### src/rtl/seq_detect_pkg.sv
// Shared types and defaults for the bit-serial pattern detector controller.
package seq_detect_pkg;

    localparam int unsigned DEF_DATA_W = 8;
    localparam int unsigned DEF_PAT_W  = 4;
    localparam int unsigned DEF_CNT_W  = 8;

    typedef enum logic {
        IDLE  = 1'b0,
        SHIFT = 1'b1
    } state_t;

    // Lengths beyond the history depth behave as a full-depth compare.
    function automatic int unsigned clamp_len(input int unsigned len, input int unsigned pat_w);
        return (len > pat_w) ? pat_w : len;
    endfunction

endpackage

### src/rtl/seq_detect_ctrl_if.sv
// Valid/ready word ingress for seq_detect_ctrl.
interface seq_detect_ctrl_if
    import seq_detect_pkg::*;
#(
    parameter int unsigned DATA_W = DEF_DATA_W
);
    logic              s_valid;
    logic              s_ready;
    logic [DATA_W-1:0] s_data;

    modport master (output s_valid, output s_data, input s_ready);
    modport slave  (input s_valid, input s_data, output s_ready);
endinterface

### src/rtl/seq_bit_matcher.sv
// Continuous-bitstream pattern matcher with history and fill tracking.
// SEQ_DETECT_CTRL_OVERLAP_EN keeps history and fill after a match (overlapping detections).
module seq_bit_matcher
    import seq_detect_pkg::*;
#(
    parameter int unsigned PAT_W = DEF_PAT_W,
    parameter int unsigned LEN_W = $clog2(PAT_W) + 1
) (
    input  logic             clk,
    input  logic             rst_n,
    input  logic             stream_bit,
    input  logic             bit_vld,
    input  logic             clear,
    input  logic [PAT_W-1:0] pattern,
    input  logic [LEN_W-1:0] len,
    output logic             match
);
    logic [PAT_W-1:0] hist;
    logic [PAT_W-1:0] hist_nxt;
    logic [PAT_W-1:0] mask;
    logic [LEN_W-1:0] fill;
    logic [LEN_W-1:0] fill_nxt;
    logic [LEN_W-1:0] len_c;

    always_comb begin
        len_c    = LEN_W'(clamp_len(32'(len), PAT_W));
        hist_nxt = {hist[PAT_W-2:0], stream_bit};
        fill_nxt = (fill == LEN_W'(PAT_W)) ? fill : fill + 1'b1;
        mask     = '0;
        for (int unsigned i = 0; i < PAT_W; i++) begin
            mask[i] = (i < 32'(len_c));
        end
        match = bit_vld && (len_c != '0) && (fill_nxt >= len_c) &&
                ((hist_nxt & mask) == (pattern & mask));
    end

    always_ff @(posedge clk or negedge rst_n) begin
        if (!rst_n) begin
            hist <= '0;
            fill <= '0;
        end else if (clear) begin
            hist <= '0;
            fill <= '0;
        end else if (bit_vld) begin
            hist <= hist_nxt;
`ifdef SEQ_DETECT_CTRL_OVERLAP_EN
            fill <= fill_nxt;
`else
            // Restarting the fill forces the next match onto fresh bits.
            fill <= match ? '0 : fill_nxt;
`endif
        end
    end

endmodule

### src/rtl/seq_detect_ctrl.sv
// Streaming controller: serialises words MSB-first into seq_bit_matcher, counts hits, raises sticky irq.
// Optional SEQ_DETECT_CTRL_OVERLAP_EN selects overlapping detections inside the matcher.
module seq_detect_ctrl
    import seq_detect_pkg::*;
#(
    parameter int unsigned DATA_W = DEF_DATA_W,
    parameter int unsigned PAT_W  = DEF_PAT_W,
    parameter int unsigned CNT_W  = DEF_CNT_W,
    parameter int unsigned LEN_W  = $clog2(PAT_W) + 1
) (
    input  logic               clk,
    input  logic               rst_n,
    seq_detect_ctrl_if.slave   s,
    input  logic               cfg_en,
    input  logic               cfg_clear,
    input  logic [PAT_W-1:0]   cfg_pattern,
    input  logic [LEN_W-1:0]   cfg_len,
    input  logic [CNT_W-1:0]   cfg_thresh,
    output logic               det_pulse,
    output logic [CNT_W-1:0]   det_count,
    output logic               irq,
    output logic               busy
);
    localparam int unsigned IDX_W = (DATA_W > 1) ? $clog2(DATA_W) : 1;

    state_t            state;
    state_t            state_nxt;
    logic [DATA_W-1:0] shifter;
    logic [IDX_W-1:0]  bit_idx;
    logic              last_bit;
    logic              ready;
    logic              accept;
    logic              shift_en;
    logic              match;
    logic [CNT_W-1:0]  cnt_inc;

    assign last_bit = (bit_idx == IDX_W'(DATA_W - 1));
    assign cnt_inc  = (det_count == '1) ? det_count : det_count + 1'b1;

    always_ff @(posedge clk or negedge rst_n) begin
        if (!rst_n) state <= IDLE;
        else        state <= state_nxt;
    end

    always_comb begin
        state_nxt = state;
        case (state)
            IDLE:    if (accept) state_nxt = SHIFT;
            SHIFT:   if (last_bit && !accept) state_nxt = IDLE;
            default: state_nxt = IDLE;
        endcase
    end

    // Ready is gated by rst_n so it reads low for the whole reset window.
    always_comb begin
        ready    = 1'b0;
        busy     = 1'b0;
        shift_en = 1'b0;
        case (state)
            IDLE:  ready = cfg_en && rst_n;
            SHIFT: begin
                busy     = 1'b1;
                shift_en = 1'b1;
                ready    = cfg_en && last_bit && rst_n;
            end
            default: ;
        endcase
        accept    = s.s_valid && ready;
        s.s_ready = ready;
    end

    always_ff @(posedge clk or negedge rst_n) begin
        if (!rst_n) begin
            shifter <= '0;
            bit_idx <= '0;
        end else if (accept) begin
            shifter <= s.s_data;
            bit_idx <= '0;
        end else if (shift_en) begin
            shifter <= {shifter[DATA_W-2:0], 1'b0};
            bit_idx <= bit_idx + 1'b1;
        end
    end

    seq_bit_matcher #(
        .PAT_W (PAT_W),
        .LEN_W (LEN_W)
    ) u_matcher (
        .clk        (clk),
        .rst_n      (rst_n),
        .stream_bit (shifter[DATA_W-1]),
        .bit_vld    (shift_en),
        .clear      (cfg_clear),
        .pattern    (cfg_pattern),
        .len        (cfg_len),
        .match      (match)
    );

    always_ff @(posedge clk or negedge rst_n) begin
        if (!rst_n) begin
            det_pulse <= 1'b0;
            det_count <= '0;
            irq       <= 1'b0;
        end else begin
            det_pulse <= match && !cfg_clear;
            if (cfg_clear) begin
                det_count <= '0;
                irq       <= 1'b0;
            end else if (match) begin
                det_count <= cnt_inc;
                if ((cfg_thresh != '0) && (cnt_inc >= cfg_thresh)) irq <= 1'b1;
            end
        end
    end

endmodule

### src/flat_wrapper.sv
// flat-port wrapper written by rule: the top's interface ports become plain ports
module seq_detect_ctrl_flat import seq_detect_pkg::*;
#(
    parameter int unsigned DATA_W = DEF_DATA_W,
    parameter int unsigned PAT_W  = DEF_PAT_W,
    parameter int unsigned CNT_W  = DEF_CNT_W,
    parameter int unsigned LEN_W  = $clog2(PAT_W) + 1
)
  (clk, rst_n, cfg_en, cfg_clear, cfg_pattern, cfg_len, cfg_thresh, det_pulse, det_count, irq, busy, s_s_valid, s_s_data, s_s_ready);
  seq_detect_ctrl_if #(.DATA_W(DATA_W)) s_i ();
  input  logic clk;
  input  logic rst_n;
  input  logic cfg_en;
  input  logic cfg_clear;
  input  logic [PAT_W-1:0] cfg_pattern;
  input  logic [LEN_W-1:0] cfg_len;
  input  logic [CNT_W-1:0] cfg_thresh;
  output logic det_pulse;
  output logic [CNT_W-1:0] det_count;
  output logic irq;
  output logic busy;
  input wire logic [$bits(s_i.s_valid)-1:0] s_s_valid;
  input wire logic [$bits(s_i.s_data)-1:0] s_s_data;
  output wire logic [$bits(s_i.s_ready)-1:0] s_s_ready;
  assign s_i.s_valid = s_s_valid;
  assign s_i.s_data = s_s_data;
  assign s_s_ready = s_i.s_ready;
  seq_detect_ctrl #(.DATA_W(DATA_W), .PAT_W(PAT_W), .CNT_W(CNT_W), .LEN_W(LEN_W)) u_core (.clk(clk), .rst_n(rst_n), .s(s_i), .cfg_en(cfg_en), .cfg_clear(cfg_clear), .cfg_pattern(cfg_pattern), .cfg_len(cfg_len), .cfg_thresh(cfg_thresh), .det_pulse(det_pulse), .det_count(det_count), .irq(irq), .busy(busy));
endmodule
### config.mk
export PLATFORM = sky130hd
export DESIGN_NAME = seq_detect_ctrl_flat
export DESIGN_NICKNAME = d
export VERILOG_FILES = /design/src/rtl/seq_detect_pkg.sv /design/src/rtl/seq_detect_ctrl_if.sv /design/src/rtl/seq_bit_matcher.sv /design/src/rtl/seq_detect_ctrl.sv /design/src/flat_wrapper.sv
export SDC_FILE = /design/constraint.sdc
export NUM_CORES = 1
export LEC_CHECK = 0
export ABC_CLOCK_PERIOD_IN_PS = 3300
export CAP_MARGIN = 20
export CORE_MARGIN = 2
export CORE_UTILIZATION = 51
export DETAILED_ROUTE_END_ITERATION = 8
export PLACE_DENSITY = 0.8
export SYNTH_ARGS = -nofsm -noshare
export SYNTH_HDL_FRONTEND = slang
export SYNTH_HIERARCHICAL = 1
export SYNTH_SLANG_ARGS = --single-unit
### constraint.sdc
create_clock -name clk -period 3.3 [get_ports clk]
set_clock_uncertainty 0.1 [all_clocks]
set_input_delay 0.825 -clock clk [delete_from_list [all_inputs] [get_ports clk]]
set_output_delay 0.825 -clock clk [all_outputs]
set_load 0.1 [all_outputs]
==> results of run 1 <==
## power by group through the flow
stage / registers [W] / clock network (W) / logic, W
after global routing: 0.000488 / 0.000289 / 0.000592
after floorplan: 0.000541 / 0 / 0.000334
after detailed placement: 0.000485 / 0 / 0.000537
after CTS: 0.000478 / 0.000278 / 0.000540
final: 0.000478 / 0.000268 / 0.000532
after global placement: 0.000482 / 0 / 0.000519
## metal layers
| metal | vias up | routed length [um] |
|---|---|---|
| li1 | 782 | - |
| met1 | 762 | 1780 |
| met2 | 41 | 1820 |
| met3 | 2 | 168 |
| met4 | 0 | 10 |
| met5 | - | 0 |
## flip-flops by register name, summed over array words and instances, names as in the netlist
signal                 flops
u_core/det_count           8
u_core/bit_idx             3
u_core/irq                 1
u_core/state               1
u_core/det_pulse           1
u_core/shifter             8
u_core/u_matcher/fill      3
u_core/u_matcher/hist      3
## cell type report
type                    count  area share [%]
clock inverters             1            1.26
multi-input cells         150            46.2
clock buffers               3            1.73
repair buffers             43            16.9
flip-flops and latches     28            29.4
inverters                  12            1.89
well taps                  48            2.52
## stage by stage
step | utilization, % | setup WS [ns] | instance area (um^2) | instances | total power, W
after global routing | 66.0 | 0.225 | 2380 | 285 | 0.00137
final | 66.0 | 0.349 | 2380 | 285 | 0.00128
after floorplan | - | 0.339 | 1880 | 197 | 0.000875
after detailed placement | 64.1 | 0.111 | 2310 | 281 | 0.00102
after CTS | 66.0 | 0.388 | 2380 | 285 | 0.00130
after global placement | 64.1 | 0.198 | 2310 | 281 | 0.00100
## worst max-delay path, stage by stage
cell             delay, ns
clkdlybuf4s50_1       0.55
nor2b_1               0.07
ha_1                  0.27
nand2b_1              0.10
a211o_1               0.11
o21ai_1               0.08
a2111oi_4             0.36
buf_4                 0.23
nand4_1               0.13
mux2i_1               0.18
nor2_1                0.06
## cell usage after synthesis (all sizes together)
cell,n,area share (%)
nor3,3,0.80
inv,12,2.4
mux2,3,2.0
a2111oi,1,1.5
nor2,23,4.6
ha,16,11
nor2b,3,1.0
o41ai,1,0.86
a21oi,6,1.6
o21a,3,1.2
o21ai,12,3.4
and3,5,2.3
o211ai,2,0.80
a211o,2,0.93
o31ai,1,0.40
xnor2,5,2.3
a211oi,3,1.2
xor2,3,1.4
nand2b,7,2.3
nand4,5,1.7
nor4,2,0.66
mux2i,15,8.0
o32ai,2,0.93
clkbuf,3,0.60
dfrtp,28,37
buf,4,1.4
a41o,1,0.60
nand3,6,2.5
and4,1,0.46
nand2,16,3.2
a311oi,1,0.46
nand3b,1,0.40
or3b,1,0.46
## worst min path at each step
stage                                 start                 to  slack (ns)  depth (start not counted)
after floorplan           u_core/bit_idx[1]  u_core/bit_idx[1]        0.39                          2
after global placement         u_core/state       u_core/state        0.40                          2
after detailed placement  u_core/bit_idx[2]  u_core/bit_idx[2]        0.43                          2
after CTS                 u_core/bit_idx[2]  u_core/bit_idx[2]        0.45                          2
after global routing           u_core/state       u_core/state        0.49                          2
final                     u_core/bit_idx[2]  u_core/bit_idx[2]        0.44                          2
## logic make-up (layout without fill, tap and decap cells)
group	count (synthesis)	in the layout	share of synthesized area, %
buffers and inverters	19	59	4.38
and+or+nand+nor	73	73	20.3
adders and majority gates	16	16	10.6
DFF	28	28	37.2
xor gates and xnor gates	8	8	3.72
AOI/OAI and AO/OA	35	35	13.8
muxes	18	18	9.96
==> metrics.md, run 1 <==
| Metric | Value |
|---|---|
| Via count | 1,587 |
| Max-slew headroom | 55.7% |
| CP Capture Type | register |
| I/O Pins | 40 |
| Worst setup path endpoint | u_core/det_count[6] |
| Num CTS Buffers | 3 |
| Starting Density | 52.3% |
| Clock power share | a little over a fifth |
| Crit path launch type | input pin |
| Post-synthesis sequential area ratio | between 30% and 40% |
| NetSw | 0.000461 W |
| Routing usage on met3 | 2.26% |
| Worst skew pair latency | around 0.27 ns |
| Worst R2R Path Depth | 13 |
| Residual DRC | 0 |
| GPL Wtd Cong | 0.813 |
| M2 GR Usage | 31.6% |
| Diodes inserted | 0 |
| Syn_area_per_cell | 9.57 um^2 |
| Critical path peak fanout | 8 |
| Largest net degree at the start of global routing | 30 |
| Period minus WS final | 2.95 ns |
| Max-slew violation count | 0 |
| Drt initial violations | 97 |
| Postcts setup bufs | 0 |
| Met1 Use GR | 26.9% |
| Setup Crit Path Kind | input pin to register |
| Hold Fails Final Rpt | 0 |
| CTS Hold Bufs | 0 |
| Crit. Startpoint | cfg_len[2] |
| Mapped cell area | 1880 um^2 |
| Number of global-route vias before repair | 1,475 |
| First-pass GRT wire length | 6440 um |
| Net Count, Synth | roughly 240 |
| Clock root cell | clkbuf_8 |
| Worst-path clk slew | 0.09 ns |
| Final worst-path cycle share | 89.4% |
| Filler instances | 294 |
| H-tree Lvls | 1 |
| Status | finished clean |
| Setup tns final | 0 ns |
| Pwr/cell area | 537 nW/um^2 |
| RSZ-0062 raised after global routing | false |
| Data arrival time of the worst path | 2.99 ns |
| Cell variety after synth | 41 |
| Gate power share | 41.7% |
| Worst Path Required | 3.34 ns |
| Initial antenna violation count | 0 |
| Proportion of layout cells with a drive suffix above 1 | 13.9% |
| DR WL/cell | 13.2 um |
| Post-cts resize count | 0 |
| FF-to-FF setup slack | 0.60 ns |
| FP Rows | 22 |
| Worst-margin pin slew | roughly 0.66 ns |
| # setup viols final | 0 |
| Nets | around 280 |
| Global Route Usage Sum | 19.2% |
| Mapped Cells | 197 |
| DR vias/cell | 5.57 |
| Reg power frac | 37.4% |
| Die width | between 60 and 70 um |
| Area delta synth->final | 26.4% |
| Hold Path Class | register to register |
| Pre-antenna DRT Iters | 4 |
| Routed wire length | between 3000 and 4000 um |
| Internal power | 0.000816 W |
| GRT Max-Usage Layer | met2 |
| Clk buf depth | 2 |
| Synth Warn # | 6 |
| Area of the multi-input gates | 1100 um^2 |
| Routed Antenna Nets | 0 |
| R2r endpoint | u_core/det_count[1] |
| Die Y | ~65 um |
| Commonest cells after routing, fill and taps aside | dfrtp_1, clkdlybuf4s50_1, nor2_1 |
| Fmax | 339 MHz |
| Seq cells post-synth | 28 |
| Reg-to-Reg Start | u_core/u_matcher/fill[0] |
| TritonCTS sink count | 28 |
| DIE AREA | around 4200 um^2 |
| Commonest non-fill, non-tap cell in the layout | dfrtp_1 |
| Sequential cell area | roughly 700 um^2 |
| Clock tree from TritonCTS | built |
| Pleak | 1.10 nW |
| Core area | 3610 um^2 |
| Hold_ws | 0.444 ns |
| Hpwl dp | 2880 um |
| Sw Share | 36.1% |
| IO Port Bufs | 39 |
| Max Cap Violations | 0 |
| VDD IR max | 384 uV |
| Gr ovfl total | 0 |
No activity file was read; power rests on OpenSTA's default activity.
==> inputs of run 2 (changes only) <==
--- a/config.mk
+++ b/config.mk
@@ -7,10 +7,12 @@
 export LEC_CHECK = 0
 export ABC_CLOCK_PERIOD_IN_PS = 3300
 export CAP_MARGIN = 20
+export CELL_PAD_IN_SITES_DETAIL_PLACEMENT = 1
+export CELL_PAD_IN_SITES_GLOBAL_PLACEMENT = 1
 export CORE_MARGIN = 2
-export CORE_UTILIZATION = 51
+export CORE_UTILIZATION = 39
 export DETAILED_ROUTE_END_ITERATION = 8
-export PLACE_DENSITY = 0.8
+export PLACE_DENSITY_LB_ADDON = 0.1
 export SYNTH_ARGS = -nofsm -noshare
 export SYNTH_HDL_FRONTEND = slang
 export SYNTH_HIERARCHICAL = 1
==> run 2 against run 1 <==
  * Largest cell class unchanged
  * Critical endpoint is now u_core/det_count[7]
  * Clock power up 1%
  * Die area grew 29%
  * Core utilization decreased by 15 points
  * Largest power group unchanged
  * Non-clock buffer count grew 1
  * Final cell count increased by 2.5%
  * Maximum frequency down 2.3%
  * Combinational power about the same
  * First-iteration DRC count shrank 65%
==> metrics.md, run 2 (synthesized netlist as in run 1, its figures left out) <==
| Metric | Value |
|---|---|
| Status | finished clean |
| Die width | between 70 and 80 um |
| Num CTS Buffers | 3 |
| Pleak | between 1 and 1.5 nW |
| Commonest non-fill, non-tap cell in the layout | dfrtp_1 |
| Clk buf depth | 2 |
| Crit path launch type | input pin |
| First-pass GRT wire length | 8120 um |
| IO Port Bufs | 39 |
| VDD IR max | 343 uV |
| Final worst-path cycle share | 91.5% |
| I/O Pins | 40 |
| Max-slew violation count | 0 |
| Pwr/cell area | roughly 540 nW/um^2 |
| Data arrival time of the worst path | around 3.1 ns |
| DR WL/cell | between 15 and 20 um |
| Hold_ws | about 0.46 ns |
| CTS Hold Bufs | 0 |
| Nets | 283 |
| DR vias/cell | 5.47 |
| Pre-antenna DRT Iters | 4 |
| Clock root cell | clkbuf_8 |
| Core area | 4690 um^2 |
| CP Capture Type | register |
| Total power | 0.00131 W |
| Filler instances | 547 |
| TritonCTS sink count | 28 |
| RSZ-0062 raised after global routing | false |
| Area of the multi-input gates | 1100 um^2 |
| Critical path peak fanout | 13 |
| Clock tree from TritonCTS | built |
| Dpl ws | -0.00908 ns |
| Postcts setup bufs | 0 |
| Worst skew pair latency | 0.27 ns |
| Fmax | 331 MHz |
| Initial antenna violation count | 0 |
| FP Rows | 25 |
| Routed wire length | 4770 um |
| # setup viols final | 0 |
| Setup tns final | 0 ns |
| Largest regs | u_core/det_count x8, u_core/shifter x8 |
| Die Y | roughly 74 um |
| Setup Crit Path Kind | input pin to register |
| Gr ovfl total | 0 |
| Via count | 1,598 |
| Worst-path clk slew | 0.10 ns |
| Sequential cell area | 701 um^2 |
| Starting Density | 40.2% |
| Worst Path Required | 3.37 ns |
| Period minus WS final | 3.02 ns |
| Routed Antenna Nets | 0 |
| Commonest cells after routing, fill and taps aside | dfrtp_1, clkdlybuf4s50_1, nor2_1 |
| GPL Wtd Cong | around 0.76 |
| Post-cts resize count | 0 |
| Largest net degree at the start of global routing | 30 |
| Proportion of layout cells with a drive suffix above 1 | 14.3% |
| Diodes inserted | 0 |
| H-tree Lvls | 1 |
| Hold Path Class | register to register |
| Drt initial violations | 34 |
| Hold Fails Final Rpt | 0 |
| Number of global-route vias before repair | 1,770 |
| Area delta synth->final | 27.8% |
| Max-slew headroom | 62.4% |
| DIE AREA | 5400 um^2 |
| Residual DRC | 0 |
| Hpwl dp | 3700 um |
| Global Route Usage Sum | 19.2% |
| Worst setup margin | 0.281 ns |
| Max Cap Violations | 0 |
| Worst-margin pin slew | 0.564 ns |
## run 2: final timing paths
check	slack, ns	start	cells after the start	end
min reg2reg	0.46	u_core/bit_idx[1]	2	u_core/bit_idx[1]
max reg2reg	0.54	u_core/u_matcher/fill[0]	14	u_core/det_count[7]
min in group asynchronous	0.86	rst_n	2	u_core/shifter[2]
max	0.28	cfg_len[2]	12	u_core/det_count[7]
max in group asynchronous	1.96	rst_n	2	u_core/u_matcher/fill[0]
min	0.46	u_core/bit_idx[1]	2	u_core/bit_idx[1]
## run 2: final cells by class
cell class              instances  area share [%]
multi-input cells             150            45.7
flip-flops and latches         28            29.1
repair buffers                 44            17.6
well taps                      54            2.81
inverters                      12            1.87
clock buffers                   3            1.71
clock inverters                 1            1.25
## run 2: critical path, stage by stage
cell             delay (ns)
clkdlybuf4s50_1        0.55
nor2b_1                0.07
ha_1                   0.27
nand2b_1               0.09
a211o_1                0.12
o21ai_1                0.09
a2111oi_4              0.34
buf_12                 0.18
nand4_1                0.10
nor2_1                 0.18
mux2i_1                0.21
nor2_1                 0.06
## run 2: layer usage
layer	global-route usage [%]	vias to the layer above	part of all wire (%)
met5	0	-	0
met4	4.04	0	0.69
met3	2.61	2	2.1
met2	34.6	18	51
met1	24.3	793	46
li1	-	785	-
## run 2: stage by stage
stage	utilization, %	area (um^2)	std cells
finish	51.3	2410	292
global route	51.3	2410	292
CTS	51.3	2410	292
detailed placement	49.8	2340	288
global placement	49.8	2340	288
floorplan	-	1880	197
## run 2: power breakdown
group / switching, W / internal (W)
Sequential: 0.0000800 / 0.000425
Combinational: 0.000298 / 0.000236
Clock: 0.000110 / 0.000162
Total: 0.000487 / 0.000823
